`src/rtl/pc_seq_pkg.sv`:
```
// pc_seq_pkg: shared state/redirect encodings and default vectors for the fetch sequencer.
package pc_seq_pkg;
    typedef enum logic [1:0] {S_IDLE, S_FETCH, S_DRAIN, S_HOLD} state_t;
    typedef enum logic [1:0] {RD_BRANCH, RD_JUMP, RD_JR, RD_NONE} redir_t;
    localparam logic [31:0] RESET_VECTOR_DEF = 32'h0040_0000;
    localparam logic [31:0] EXC_VECTOR_DEF   = 32'h8000_0180;
endpackage

```
`src/rtl/next_pc_calc.sv`:
```
// next_pc_calc: combinational redirect target for branch, J-type jump and jump-register.
module next_pc_calc import pc_seq_pkg::*; (
    input  logic [1:0]  redir_type,
    input  logic [31:0] redir_pc,
    input  logic [15:0] redir_imm,
    input  logic [25:0] redir_index,
    input  logic [31:0] redir_reg,
    output logic [31:0] target
);
    logic [31:0] seq;
    assign seq = redir_pc + 32'd4;
    always_comb
        target = redir_type == RD_BRANCH ? seq + {{14{redir_imm[15]}}, redir_imm, 2'b00} :
                 redir_type == RD_JUMP   ? {seq[31:28], redir_index, 2'b00} :
                                           redir_reg & 32'hFFFF_FFFC;
endmodule

```
`src/rtl/pc_fetch_sequencer.sv`:
```
// pc_fetch_sequencer: owns the PC, issues instruction fetches and holds each instruction for decode.
// Optional exception entry (exc_req/epc) is enabled by defining PC_SEQ_EXCEPTION_EN.
module pc_fetch_sequencer import pc_seq_pkg::*; #(
    parameter logic [31:0] RESET_VECTOR = RESET_VECTOR_DEF
`ifdef PC_SEQ_EXCEPTION_EN
    , parameter logic [31:0] EXC_VECTOR = EXC_VECTOR_DEF
`endif
) (
    input  logic        clk,
    input  logic        reset,
    output logic        imem_req,
    output logic [31:0] imem_addr,
    input  logic        imem_ack,
    input  logic [31:0] imem_rdata,
    output logic        instr_valid,
    output logic [31:0] instr,
    output logic [31:0] instr_pc,
    input  logic        instr_ready,
    input  logic        redir_valid,
    input  logic [1:0]  redir_type,
    input  logic [31:0] redir_pc,
    input  logic [15:0] redir_imm,
    input  logic [25:0] redir_index,
    input  logic [31:0] redir_reg
`ifdef PC_SEQ_EXCEPTION_EN
    , input  logic        exc_req
    , output logic [31:0] epc
`endif
);
    state_t      state, state_n;
    logic [31:0] pc, pc_n, fa, fa_n, instr_n, instr_pc_n, target, calc_target;
    logic        valid_n, take;

    next_pc_calc u_calc (
        .redir_type (redir_type),
        .redir_pc   (redir_pc),
        .redir_imm  (redir_imm),
        .redir_index(redir_index),
        .redir_reg  (redir_reg),
        .target     (calc_target)
    );

`ifdef PC_SEQ_EXCEPTION_EN
    logic [31:0] epc_n;
    assign take   = exc_req | (redir_valid && redir_type != RD_NONE);
    assign target = exc_req ? EXC_VECTOR : calc_target;
    always_comb begin
        epc_n = epc;
        if (exc_req) epc_n = state == S_HOLD ? instr_pc : fa;
    end
    always_ff @(posedge clk or posedge reset)
        if (reset) epc <= '0;
        else epc <= epc_n;
`else
    assign take   = redir_valid && redir_type != RD_NONE;
    assign target = calc_target;
`endif

    assign imem_req  = state == S_FETCH || state == S_DRAIN;
    assign imem_addr = fa;

    always_comb begin
        state_n    = state;
        pc_n       = pc;
        fa_n       = fa;
        instr_n    = instr;
        instr_pc_n = instr_pc;
        valid_n    = instr_valid;
        case (state)
            S_IDLE: begin
                state_n = S_FETCH;
                if (take) begin
                    pc_n = target;
                    fa_n = target;
                end
            end
            S_FETCH:
                if (take) begin
                    // without an ack the old request is still in flight, so fa must stay put
                    pc_n    = target;
                    fa_n    = imem_ack ? target : fa;
                    state_n = imem_ack ? S_FETCH : S_DRAIN;
                end else if (imem_ack) begin
                    instr_n    = imem_rdata;
                    instr_pc_n = fa;
                    valid_n    = 1'b1;
                    pc_n       = fa + 32'd4;
                    state_n    = S_HOLD;
                end
            S_DRAIN: begin
                pc_n = take ? target : pc;
                if (imem_ack) begin
                    fa_n    = pc_n;
                    state_n = S_FETCH;
                end
            end
            S_HOLD:
                if (take) begin
                    valid_n = 1'b0;
                    pc_n    = target;
                    fa_n    = target;
                    state_n = S_FETCH;
                end else if (instr_ready) begin
                    valid_n = 1'b0;
                    fa_n    = pc;
                    state_n = S_FETCH;
                end
            default: state_n = S_IDLE;
        endcase
    end

    always_ff @(posedge clk or posedge reset)
        if (reset) begin
            state       <= S_IDLE;
            pc          <= RESET_VECTOR;
            fa          <= RESET_VECTOR;
            instr       <= '0;
            instr_pc    <= '0;
            instr_valid <= 1'b0;
        end else begin
            state       <= state_n;
            pc          <= pc_n;
            fa          <= fa_n;
            instr       <= instr_n;
            instr_pc    <= instr_pc_n;
            instr_valid <= valid_n;
        end
endmodule

```
`config.mk`:
```
export PLATFORM = sky130hd
export DESIGN_NAME = pc_fetch_sequencer
export DESIGN_NICKNAME = d
export VERILOG_FILES = /design/src/rtl/pc_seq_pkg.sv /design/src/rtl/next_pc_calc.sv /design/src/rtl/pc_fetch_sequencer.sv
export SDC_FILE = /design/constraint.sdc
export NUM_CORES = 1
export LEC_CHECK = 0
export CAP_MARGIN = 0
export CORE_UTILIZATION = 38
export CTS_CLUSTER_DIAMETER = 80
export DETAILED_ROUTE_END_ITERATION = 12
export HOLD_SLACK_MARGIN = 0.02
export PLACE_DENSITY = 0.64
export SETUP_SLACK_MARGIN = 0.15
export SLEW_MARGIN = 20
export SYNTH_ARGS = -nofsm -noshare
export SYNTH_HDL_FRONTEND = slang
export SYNTH_SLANG_ARGS = --single-unit
export TNS_END_PERCENT = 100
```
`constraint.sdc`:
```
create_clock -name clk -period 15.1 [get_ports clk]
set_clock_uncertainty 0.2 [all_clocks]
set_input_delay 3.775 -clock clk [delete_from_list [all_inputs] [get_ports clk]]
set_output_delay 3.775 -clock clk [all_outputs]
set_load 0.01 [all_outputs]
```
Word level (Yosys, flattened, before mapping)
Index checks and enable logic that the tools add are counted.
W data, S select, Z words.
- bits in registers: 131
- bits of input ports: 145
- output and inout bits: 98
- logic and storage cells: 57
- add/sub/neg operators: 3
- equal/unequal tests: 12
- multiplexer cells: 25
- bitwise logic cells: 1
- reductions and logical operators: 10
- operator list (kind ; count):
    $mux W32 ; 11
    $pmux W32 S4 ; 1
    $add A32 B3 Y32 const B ; 2
    $pmux W32 S2 ; 1
    $add A32 B32 Y32 ; 1
    $mux W2 ; 6
    $ne A2 B2 Y1 const B ; 6
    $pmux W2 S4 ; 1
    $ne A3 B3 Y1 const B ; 2
    $reduce_and A3 Y1 ; 2
    $reduce_and A5 Y1 ; 1
    $eq A2 B1 Y1 const B ; 2
    $eq A2 B2 Y1 const B ; 2
    $logic_not A2 Y1 ; 2
    $mux W1 ; 4
    $reduce_and A4 Y1 ; 1
    $reduce_or A3 Y1 ; 1
    $pmux W1 S2 ; 1
    $reduce_bool A2 Y1 ; 1
    $logic_and A1 B1 Y1 ; 1
    $logic_or A1 B1 Y1 ; 1
    $not A1 Y1 ; 1

Depth between registers and ports, before layout
Gate-level depths: netlist of run 1.
- depth after elaboration: 6
- depth in mapped cells: 16
- depth with buffers taken out: 15

Cells and area by module
From an unflattened synthesis of run 1, not the netlist that was laid out.
- cells, all modules: 1088
- area total of the unflattened synthesis: 8836.0 µm²
- modules (own cells, without submodules) (module ; instances ; cells an instance ; area each (µm²) ; sequential area each (µm²)):
    pc_fetch_sequencer ; 1 ; 682 ; 6082.1 ; 3280.6
    next_pc_calc ; 1 ; 406 ; 2753.9 ; 0.0

Least setup slack after synthesis of run 1
No wires, ideal clock.
- path type: in2reg
- start point: input port redir_pc[13]
- end point: register fa[31], in the netlist imem_addr[31]
- library setup time: 104 ps
- arrival time: 6464 ps
- required time: 14796 ps
- path slack: 8332 ps
- stages: 16
- path buffers: 1
- cells stage by stage: nand4_1 nor2_1 nand4_1 nor3_1 nand2_1 xnor2_1 ha_1 clkbuf_1 nand4_1 o41ai_1 a21o_1 nor2_1 o21ai_2 a21oi_1 nand4b_2 o41ai_2
- word-level cells in the longest chain between the ends: 6
- elaborated cells between the ends (all ways): 11
- classes of those cells: add/sub: 2; mux: 9
- ends and longest elaborated chain (element ; RTL line ; text):
    start: declaration ; pc_fetch_sequencer.sv:21 ; input logic [31:0] redir_pc,
    $add A32 B3 Y32 (*) ; next_pc_calc.sv:11 ; assign seq = redir_pc + 32'd4;
    $add A32 B32 Y32 or $mux W32 (tied branches) ; next_pc_calc.sv:13, next_pc_calc.sv:14 ;
    $mux W32 (*) ; next_pc_calc.sv:13 ; target = redir_type == RD_BRANCH ? seq + {{14{redir_imm[15]}}, redir_imm, 2'b00} :
    $mux W32 (on tied branches) ; pc_fetch_sequencer.sv:72, pc_fetch_sequencer.sv:81 ;
    $mux W32 (on tied branches) ; pc_fetch_sequencer.sv:92, pc_fetch_sequencer.sv:78 ;
    $pmux W32 S4 (*) ; pc_fetch_sequencer.sv:69 ; case (state)
    end signal: assignment ; pc_fetch_sequencer.sv:123 ; fa <= fa_n;
    end: declaration ; pc_fetch_sequencer.sv:31 ; logic [31:0] pc, pc_n, fa, fa_n, instr_n, instr_pc_n, target, calc_target;
Mark *: on every way between the ends. The rest lies on a longest branch, timed or not. The select of a mux whose other input is x is not followed.
A chain may end at the register's enable or synchronous reset.

Final worst setup path of run 1
- start point: input port redir_pc[2]
- end point: register fa[26], in the netlist imem_addr[26]
- word-level cells in the longest chain between the ends: 6
- elaborated cells between the ends (all ways): 10
- classes of those cells: add/sub: 2; mux: 8
- ends and longest elaborated chain (element ; RTL line):
    $add A32 B3 Y32 (*) ; next_pc_calc.sv:11
    $add A32 B32 Y32 (*) ; next_pc_calc.sv:13
    $mux W32 (*) ; next_pc_calc.sv:13
    $mux W32 (on tied branches) ; pc_fetch_sequencer.sv:72, pc_fetch_sequencer.sv:81
    $mux W32 (on tied branches) ; pc_fetch_sequencer.sv:92, pc_fetch_sequencer.sv:78
    $pmux W32 S4 (*) ; pc_fetch_sequencer.sv:69
Marks and branches as above.

==> results.cfg, run 1 <==
[critical_path]
critical_path_class = input pin to register
slowest_stage = clkdlybuf4s50_1
arrival_ps = 7910
max_stage_delay_ps = 570
required_ps = 15230
start_kind = input pin
worstPathMaxFanout = 6
path_cells = clkdlybuf4s50_1 > and4_1 > nor2b_1 > inv_1 > nor2_1 > nand3_1 > xnor2_1 > ha_1 > a21oi_1 > o21a_1 > nand3_1 > a211o_1 > a21oi_1 > mux2i_1 > o221ai_1 > o21ai_0
end_kind = register

[clocking]
holdBufCountCts = 0
cts_buffers = 17
post_cts_resized = 0
clock_latency_ps = 420
cts_setup_buffers = 0
clock-sinks = 131
clk_pin_slew_ps = 60
cts_buffer_depth = 2
cts_htree_levels = 4
tritoncts = built
cts_root_buffer = clkbuf_16

[drt]
routed_wl_um = 27200
avgViaCountPerCell = 5.56
drcViolationCount = 0
vias = 8645
wl_per_cell_um = 17.5
first_pass_iters = 5
drt_iter0_drc = 537
ant_nets = 0

[yosys]
synthTopCellsByArea = dfrtp_1 (35%), mux2_2 (8.0%), ha_1 (5.5%), nand2_1 (4.6%), xnor2_1 (3.5%)
synth_most_common_cell = dfrtp_1
syn_area_per_cell_um2 = 9.02
ys_seq_elements = 131
syn_area_um2 = 9110
ys_seq_area_frac = 0.360
synth-warning-count = 0
synth_ff_type = dfrtp_1
yosysUniqueCellTypes = 77
synth_cells = 1010
synth.largest_area_cell = dfrtp_1
netlist_top_cells_count = dfrtp_1 (129), nand2_1 (112), nor2_1 (66)
synth_top_cell_area_share = 0.354
synth_nets = 1196
async_flop_share = 1.00
synth_enable_flop_cells = 0

[sta]
setup_viol_count_final = 0
hold_viol = 0
slew_viol_final = 0
layout_min_cycle_time_ps = 7790
maxSlewHeadroom = 0.343
tightest_slew_ps = 986
timing.final.crit_share = 0.516
fmax_ghz = 0.128
holdWs_ps = 302
grt_setup_unrepaired = false
tns_ps = 0

[placed_design]
place_congestion = 0.905
portBuffers = 240
hpwl_um = 20100

[power_and_ir_drop]
power_density_nw_per_um2 = 163
irDropWorstVdd_v = 0.0000779
leakagePower_nw = 4.97

[grt]
grt_max_degree = 79
grt_pass1_vias = 7891
grtUsageTotal = 0.222
overflow = 0
grt_pass1_wl_um = 42700
antenna_found_initial = 1

[status]
outcome = finished clean

[floorplanning]
core_um2 = 23500
start_util = 0.388
fp.dieW_um = 157
fp-row-count = 56
io_pins = 243
die_area_um2 = 24600
die_height_um = 157

[finish]
n_fill_cell = 2190
drive_gt1_frac = 0.115
synthToLayoutAreaGrowth_pct = 36.1
nets = 1407

[job]
drv_cap = 0

[hold_path]
min_path_type = register to register
## where the power goes
group          switching (mW)  internal (mW)  leakage (nW)  total, mW
clock network           0.155          0.272         0.290      0.427
registers               0.144          0.519          1.55      0.663
logic                   0.434          0.495          3.13      0.928
## metrics by stage
step / worst slack [ps] / utilization / total power [mW] / instance area (um^2) / cells
after floorplan: 7630 / - / 1.14 / 9110 / 1010
after global placement: 7080 / 0.502 / 1.58 / 11800 / 1521
after detailed placement: 7040 / 0.502 / 1.60 / 11800 / 1521
after CTS: 7440 / 0.528 / 2.03 / 12400 / 1553
after global routing: 7140 / 0.528 / 2.16 / 12400 / 1553
final: 7310 / 0.529 / 2.02 / 12400 / 1554
## metal layers
metal	global-route usage	vias to the layer above	part of all wire
met5	0	-	0
met4	0.0766	0	0.022
met3	0.0357	45	0.057
met2	0.346	302	0.45
met1	0.310	4114	0.47
li1	-	4184	-
## worst paths after layout
path / to / from / slack [ps] / cells after the start
max: imem_addr[26]$_DFFE_PP0P_ / redir_pc[2] / 7310 / 16
min: instr[6]$_DFFE_PP0P_ / instr[6]$_DFFE_PP0P_ / 300 / 1
max reg2reg: instr_pc[10]$_DFFE_PP0P_ / state[1]$_DFFE_PP0P_ / 12010 / 6
min reg2reg: instr[6]$_DFFE_PP0P_ / instr[6]$_DFFE_PP0P_ / 300 / 1
max in group asynchronous: pc[10]$_DFFE_PP0N_ / reset / 10000 / 3
min in group asynchronous: instr[12]$_DFFE_PP0P_ / reset / 3560 / 2
## critical path, delay by kind of cell
family / cells / cell delay [ps]
xor+xnor: 1 / 230
compound gates: 6 / 1370
buf+inv: 2 / 650
simple gates: 5 / 1320
mux: 1 / 260
fa+ha+maj: 1 / 310
## cell type report
cell class | count | area, um^2 | share of cell area
clock buffers | 20 | 467 | 0.0376
clock inverters | 12 | 155 | 0.0125
diodes | 1 | 2.50 | 0.000202
multi-input cells | 809 | 5570 | 0.449
repair buffers | 250 | 2480 | 0.200
flip-flops and latches | 131 | 3280 | 0.264
well taps | 319 | 399 | 0.0322
inverters | 12 | 50.0 | 0.00403
## logic make-up after synthesis
| group | count (synthesis) | share of synthesized area |
|---|---|---|
| flops | 131 | 0.360 |
| compound gates | 274 | 0.206 |
| mux | 70 | 0.0858 |
| buf+inv | 70 | 0.0303 |
| simple gates | 356 | 0.194 |
| xor+xnor | 68 | 0.0670 |
| fa+ha+maj | 41 | 0.0571 |
## registers in the layout, indices dropped and copies added, names as in the netlist
name and cells:
imem_addr 32, instr 32, instr_pc 32, pc 32
state 2, instr_valid 1
## cells in the final DEF, fill, tap and decap left out, types with 5 or more instances in the layout
cell             netlist  final
nor3_1                14     14
clkbuf_16              0     17
inv_1                 11     10
ha_1                  40     40
xor2_1                30     30
nor2_1                66     64
a211oi_1              13     13
nand2_1              112    112
buf_4                  0      9
o21ai_0               57     56
a31oi_1               10     10
nand3_1               56     55
and4_1                 7      7
o21ai_1               10     11
a21o_1                18     18
o211ai_1              34     34
o22ai_1                9      9
a21oi_1               58     58
o21a_1                11     11
or3_1                  5      5
and3_1                25     25
nand2b_1               5      5
mux2i_1                5      5
xnor2_1               36     36
a211o_1                5      5
mux2_2                65     65
and2_1                13     13
clkinvlp_4             0      5
nand4_1               28     28
dfrtp_1              129    129
clkdlybuf4s50_1        0    240
Power figures use the tool's default switching activity.
==> run 2, diff against run 1 <==
- PLACE_DENSITY: 0.64 -> 0.67
- clock period: 15.1 -> 6.2 ns (I/O delays scaled with it)
==> results.cfg, run 2 (same netlist as run 1, synthesis figures left out) <==
[clocking]
cts_buffers = 17
clock_latency_ps = 420
post_cts_resized = 0
clock-sinks = 131
holdBufCountCts = 0
cts_root_buffer = clkbuf_16
cts_setup_buffers = 0
clk_pin_slew_ps = 60
tritoncts = built
cts_buffer_depth = 2
cts_htree_levels = 4

[finish]
final_cell_mix = clkdlybuf4s50_1 (240), dfrtp_1 (129), nand2_1 (112), mux2_2 (65), nor2_1 (64)
synthToLayoutAreaGrowth_pct = 36.7
layout_commonest_cell = clkdlybuf4s50_1
drive_gt1_frac = 0.118
nets = 1412
final_area_um2 = 12500
n_fill_cell = 2135

[placed_design]
place_congestion = 0.922
portBuffers = 240
place_area_um2 = 11800
place_ws_ps = 529
hpwl_um = 19700

[power_and_ir_drop]
irDropWorstVdd_v = 0.000174
switchingPower_mw = 1.80
p_comb_frac = 0.458
swShare = 0.362
power_mw = 4.95
p_clk_frac = 0.216
power_density_nw_per_um2 = 398
seq_power_share = 0.326
leakagePower_nw = 5.01
internal_power_mw = 3.16

[critical_path]
critical_path_class = input pin to register
crit_cells = 16
required_ps = 6320
end_kind = register
worstPathMaxFanout = 6
slowest_stage = clkdlybuf4s50_1
start_kind = input pin
cp.buffers_inverters = 1
path_cells = clkdlybuf4s50_1 > nand4_2 > nor2_1 > nand4_1 > nor2_1 > nand3_1 > xnor2_1 > ha_1 > a21oi_1 > o21a_1 > nand3_1 > a211o_1 > a21oi_1 > mux2i_1 > o221ai_1 > o21ai_0
max_stage_delay_ps = 580
arrival_ps = 5480
cpLargestDelayFamily = compound AO/OA/AOI/OAI gates
reg2reg_depth = 8

[floorplanning]
fp.dieW_um = 157
core_um2 = 23500
die_height_um = 157
fp-row-count = 56
die_area_um2 = 24600
io_pins = 243
start_util = 0.388

[grt]
grtUsageTotal = 0.219
overflow = 0
grt_max_degree = 93
antenna_found_initial = 1
grt_pass1_vias = 7946
grt_pass1_wl_um = 42400

[sta]
fmax_ghz = 0.187
tightest_slew_ps = 905
fin_ws_ps = 845
layout_min_cycle_time_ps = 5360
setup_viol_count_final = 0
grt_setup_unrepaired = false
tns_ps = 0
holdWs_ps = 304
slew_viol_final = 0
timing.final.crit_share = 0.864
hold_viol = 0
maxSlewHeadroom = 0.391

[drt]
ant_nets = 0
drt_iter0_drc = 521
vias = 8552
wl_per_cell_um = 17.0
avgViaCountPerCell = 5.49
routed_wl_um = 26600
first_pass_iters = 5
drcViolationCount = 0

[hold_path]
min_path_type = register to register
whs_path_depth = 1

[status]
outcome = finished clean

[job]
drv_cap = 0
-- run 2: cell count changes in the layout (fill, tap and decap cells not counted), sizes merged --
cell	before	now
buf	10	15
clkinvlp	5	1
inv	12	16
clkbuf	20	17
clkinv	4	6
bufinv	3	4
-- run 2: final timing paths --
kind                                          start                        end  slack [ps]
hold / removal              instr_pc[3]$_DFFE_PP0P_    instr_pc[3]$_DFFE_PP0P_         300
min in group asynchronous                     reset      instr[23]$_DFFE_PP0P_        1450
hold reg to reg             instr_pc[3]$_DFFE_PP0P_    instr_pc[3]$_DFFE_PP0P_         300
setup reg to reg           imem_addr[6]$_DFFE_PP0P_         pc[29]$_DFFE_PP0N_        3210
max in group asynchronous                     reset  imem_addr[26]$_DFFE_PP0P_        3200
setup / recovery                        redir_pc[6]         pc[26]$_DFFE_PP0N_         840
-- run 2: layout make-up --
cell class | count | area (um^2) | area share
Multi-Input combinational cell | 809 | 5570 | 0.447
Sequential cell | 131 | 3280 | 0.263
Timing Repair Buffer | 255 | 2530 | 0.203
Clock buffer | 17 | 425 | 0.0342
Tap cell | 319 | 399 | 0.0320
Clock inverter | 15 | 204 | 0.0164
Inverter | 12 | 50.0 | 0.00402
Antenna cell | 1 | 2.50 | 0.000201
-- run 2: through the flow --
step / utilization / cells
after floorplan: - / 1010
after global placement: 0.504 / 1526
after detailed placement: 0.504 / 1526
after CTS: 0.531 / 1558
after global routing: 0.531 / 1558
final: 0.531 / 1559
-- run 2: power groups by stage --
stage               sequential [mW]  clock, mW  combinational [mW]
floorplan                      1.69          0                1.08
global placement               1.61          0                2.24
detailed placement             1.63          0                2.27
CTS                            1.62       1.09                2.28
global route                   1.68       1.14                2.48
finish                         1.61       1.07                2.27
-- run 2: worst register-to-register path, stage by stage, from the launching register on --
cell	delay (ps)
dfrtp_1	490
and3_1	270
nand4_1	290
nor4_1	870
nand3_1	180
xnor2_1	190
nor2_1	60
a211oi_1	250
a21oi_1	70
-- run 2: metal layers --
metal  global-route usage  vias to the layer above  wire length [um]
met4               0.0896                        0               751
li1                     -                     4192                 -
met3               0.0302                       45              1550
met1                0.310                     4011             12300
met2                0.335                      304             12000
met5                    0                        -                 0
==> run 3, diff against run 2 <==
- CORE_MARGIN: not set -> 3
==> results.cfg, run 3 (same netlist as run 1, synthesis figures left out) <==
[hold_path]
min_path_type = register to register

[sta]
layout_min_cycle_time_ps = 5260
maxSlewHeadroom = 0.324
fmax_ghz = 0.190
tightest_slew_ps = 1010
slew_viol_final = 0
timing.final.crit_share = 0.848
holdWs_ps = 302
fin_ws_ps = 945
tns_ps = 0
hold_viol = 0
setup_viol_count_final = 0
grt_setup_unrepaired = false

[critical_path]
cpMostUsedCell = nand2_1
worstPathMaxFanout = 9
end_kind = register
required_ps = 6320
max_stage_delay_ps = 580
start_kind = input pin
path_cells = clkdlybuf4s50_1 > nand4_2 > nor2_1 > nand4_1 > nor3_1 > nand2_1 > xnor2_1 > ha_1 > nand2_1 > o21a_1 > nand3_1 > a211o_1 > a21oi_1 > mux2i_1 > o221ai_1 > o21ai_0
slowest_stage = clkdlybuf4s50_1
arrival_ps = 5370
critical_path_class = input pin to register

[floorplanning]
die_height_um = 161
fp-row-count = 56
fp.dieW_um = 161
io_pins = 243
start_util = 0.387
core_um2 = 23500
die_area_um2 = 25900

[drt]
vias = 8615
avgViaCountPerCell = 5.54
drt_iter0_drc = 519
wl_per_cell_um = 17.8
ant_nets = 0
drcViolationCount = 0
first_pass_iters = 5
routed_wl_um = 27700

[grt]
overflow = 0
antenna_found_initial = 2
grt_pass1_wl_um = 44600
grt_max_degree = 100
grtUsageTotal = 0.211
grt_pass1_vias = 8334

[clocking]
cts_htree_levels = 4
holdBufCountCts = 0
cts_buffers = 17
post_cts_resized = 0
tritoncts = built
clk_pin_slew_ps = 60
cts_setup_buffers = 0
cts_buffer_depth = 2
cts_root_buffer = clkbuf_16
clock_latency_ps = 420
clock-sinks = 131

[power_and_ir_drop]
irDropWorstVdd_v = 0.000192
p_comb_frac = 0.457
swShare = 0.361
switchingPower_mw = 1.79
p_clk_frac = 0.218
power_density_nw_per_um2 = 399
internal_power_mw = 3.18
power_mw = 4.97
leakagePower_nw = 5.00
seq_power_share = 0.324

[finish]
drive_gt1_frac = 0.117
synthToLayoutAreaGrowth_pct = 36.5
nets = 1409
final_cell_mix = clkdlybuf4s50_1 (240), dfrtp_1 (129), nand2_1 (112), mux2_2 (65), nor2_1 (63)
final_util = 0.529
final_area_um2 = 12400
layoutNonFillerInstCount = 1556
layout_commonest_cell = clkdlybuf4s50_1
n_fill_cell = 2189

[placed_design]
place_ws_ps = 591
place_congestion = 0.868
dp.cells = 1523
portBuffers = 240
hpwl_um = 20700
place_area_um2 = 11800

[job]
drv_cap = 0

[status]
outcome = finished clean
[run 3: cell count changes in the layout (fill, tap and decap cells not counted), sizes merged]
cell      change
clkinv        -1
clkbuf        +3
clkinvlp      +1
inv           -3
buf           -3
[run 3: path summary, 6_finish.rpt]
| path | cells past startpoint | slack (ps) | endpoint | from |
|---|---|---|---|---|
| max in group asynchronous | 3 | 3210 | imem_addr[22]$_DFFE_PP1P_ | reset |
| min in group asynchronous | 2 | 1520 | instr[19]$_DFFE_PP0P_ | reset |
| max | 16 | 940 | pc[26]$_DFFE_PP0N_ | redir_pc[6] |
| max reg2reg | 8 | 3290 | pc[29]$_DFFE_PP0N_ | imem_addr[6]$_DFFE_PP0P_ |
| min reg2reg | 1 | 300 | instr_pc[14]$_DFFE_PP0P_ | instr_pc[14]$_DFFE_PP0P_ |
| min | 1 | 300 | instr_pc[14]$_DFFE_PP0P_ | instr_pc[14]$_DFFE_PP0P_ |
[run 3: power groups by stage]
stage / sequential [mW] / combinational, mW / clock (mW)
after detailed placement: 1.62 / 2.28 / 0
after global placement: 1.60 / 2.25 / 0
after global routing: 1.68 / 2.47 / 1.14
after floorplan: 1.69 / 1.08 / 0
final: 1.61 / 2.27 / 1.08
after CTS: 1.61 / 2.29 / 1.10
[run 3: routing by layer]
layer	global-route usage	wire length, um	up-vias
met4	0.0551	380	2
met3	0.0312	1620	24
met2	0.340	13000	330
met5	0	13	-
li1	-	-	4169
met1	0.297	12700	4090
[run 3: final cells by class]
type	instances	area (um^2)	area share
Tap cell	319	399	0.0321
Sequential cell	131	3280	0.264
Timing Repair Buffer	252	2490	0.200
Multi-Input combinational cell	809	5580	0.448
Clock inverter	12	176	0.0142
Antenna cell	1	2.50	0.000201
Inverter	12	50.0	0.00402
Clock buffer	20	467	0.0375
[run 3: worst max-delay path: cells and delay by family]
kind / cells / cell delay [ps]
compound gates: 5 / 1110
xor+xnor: 1 / 140
mux: 1 / 210
buf+inv: 1 / 580
fa+ha+maj: 1 / 420
simple gates: 7 / 1340
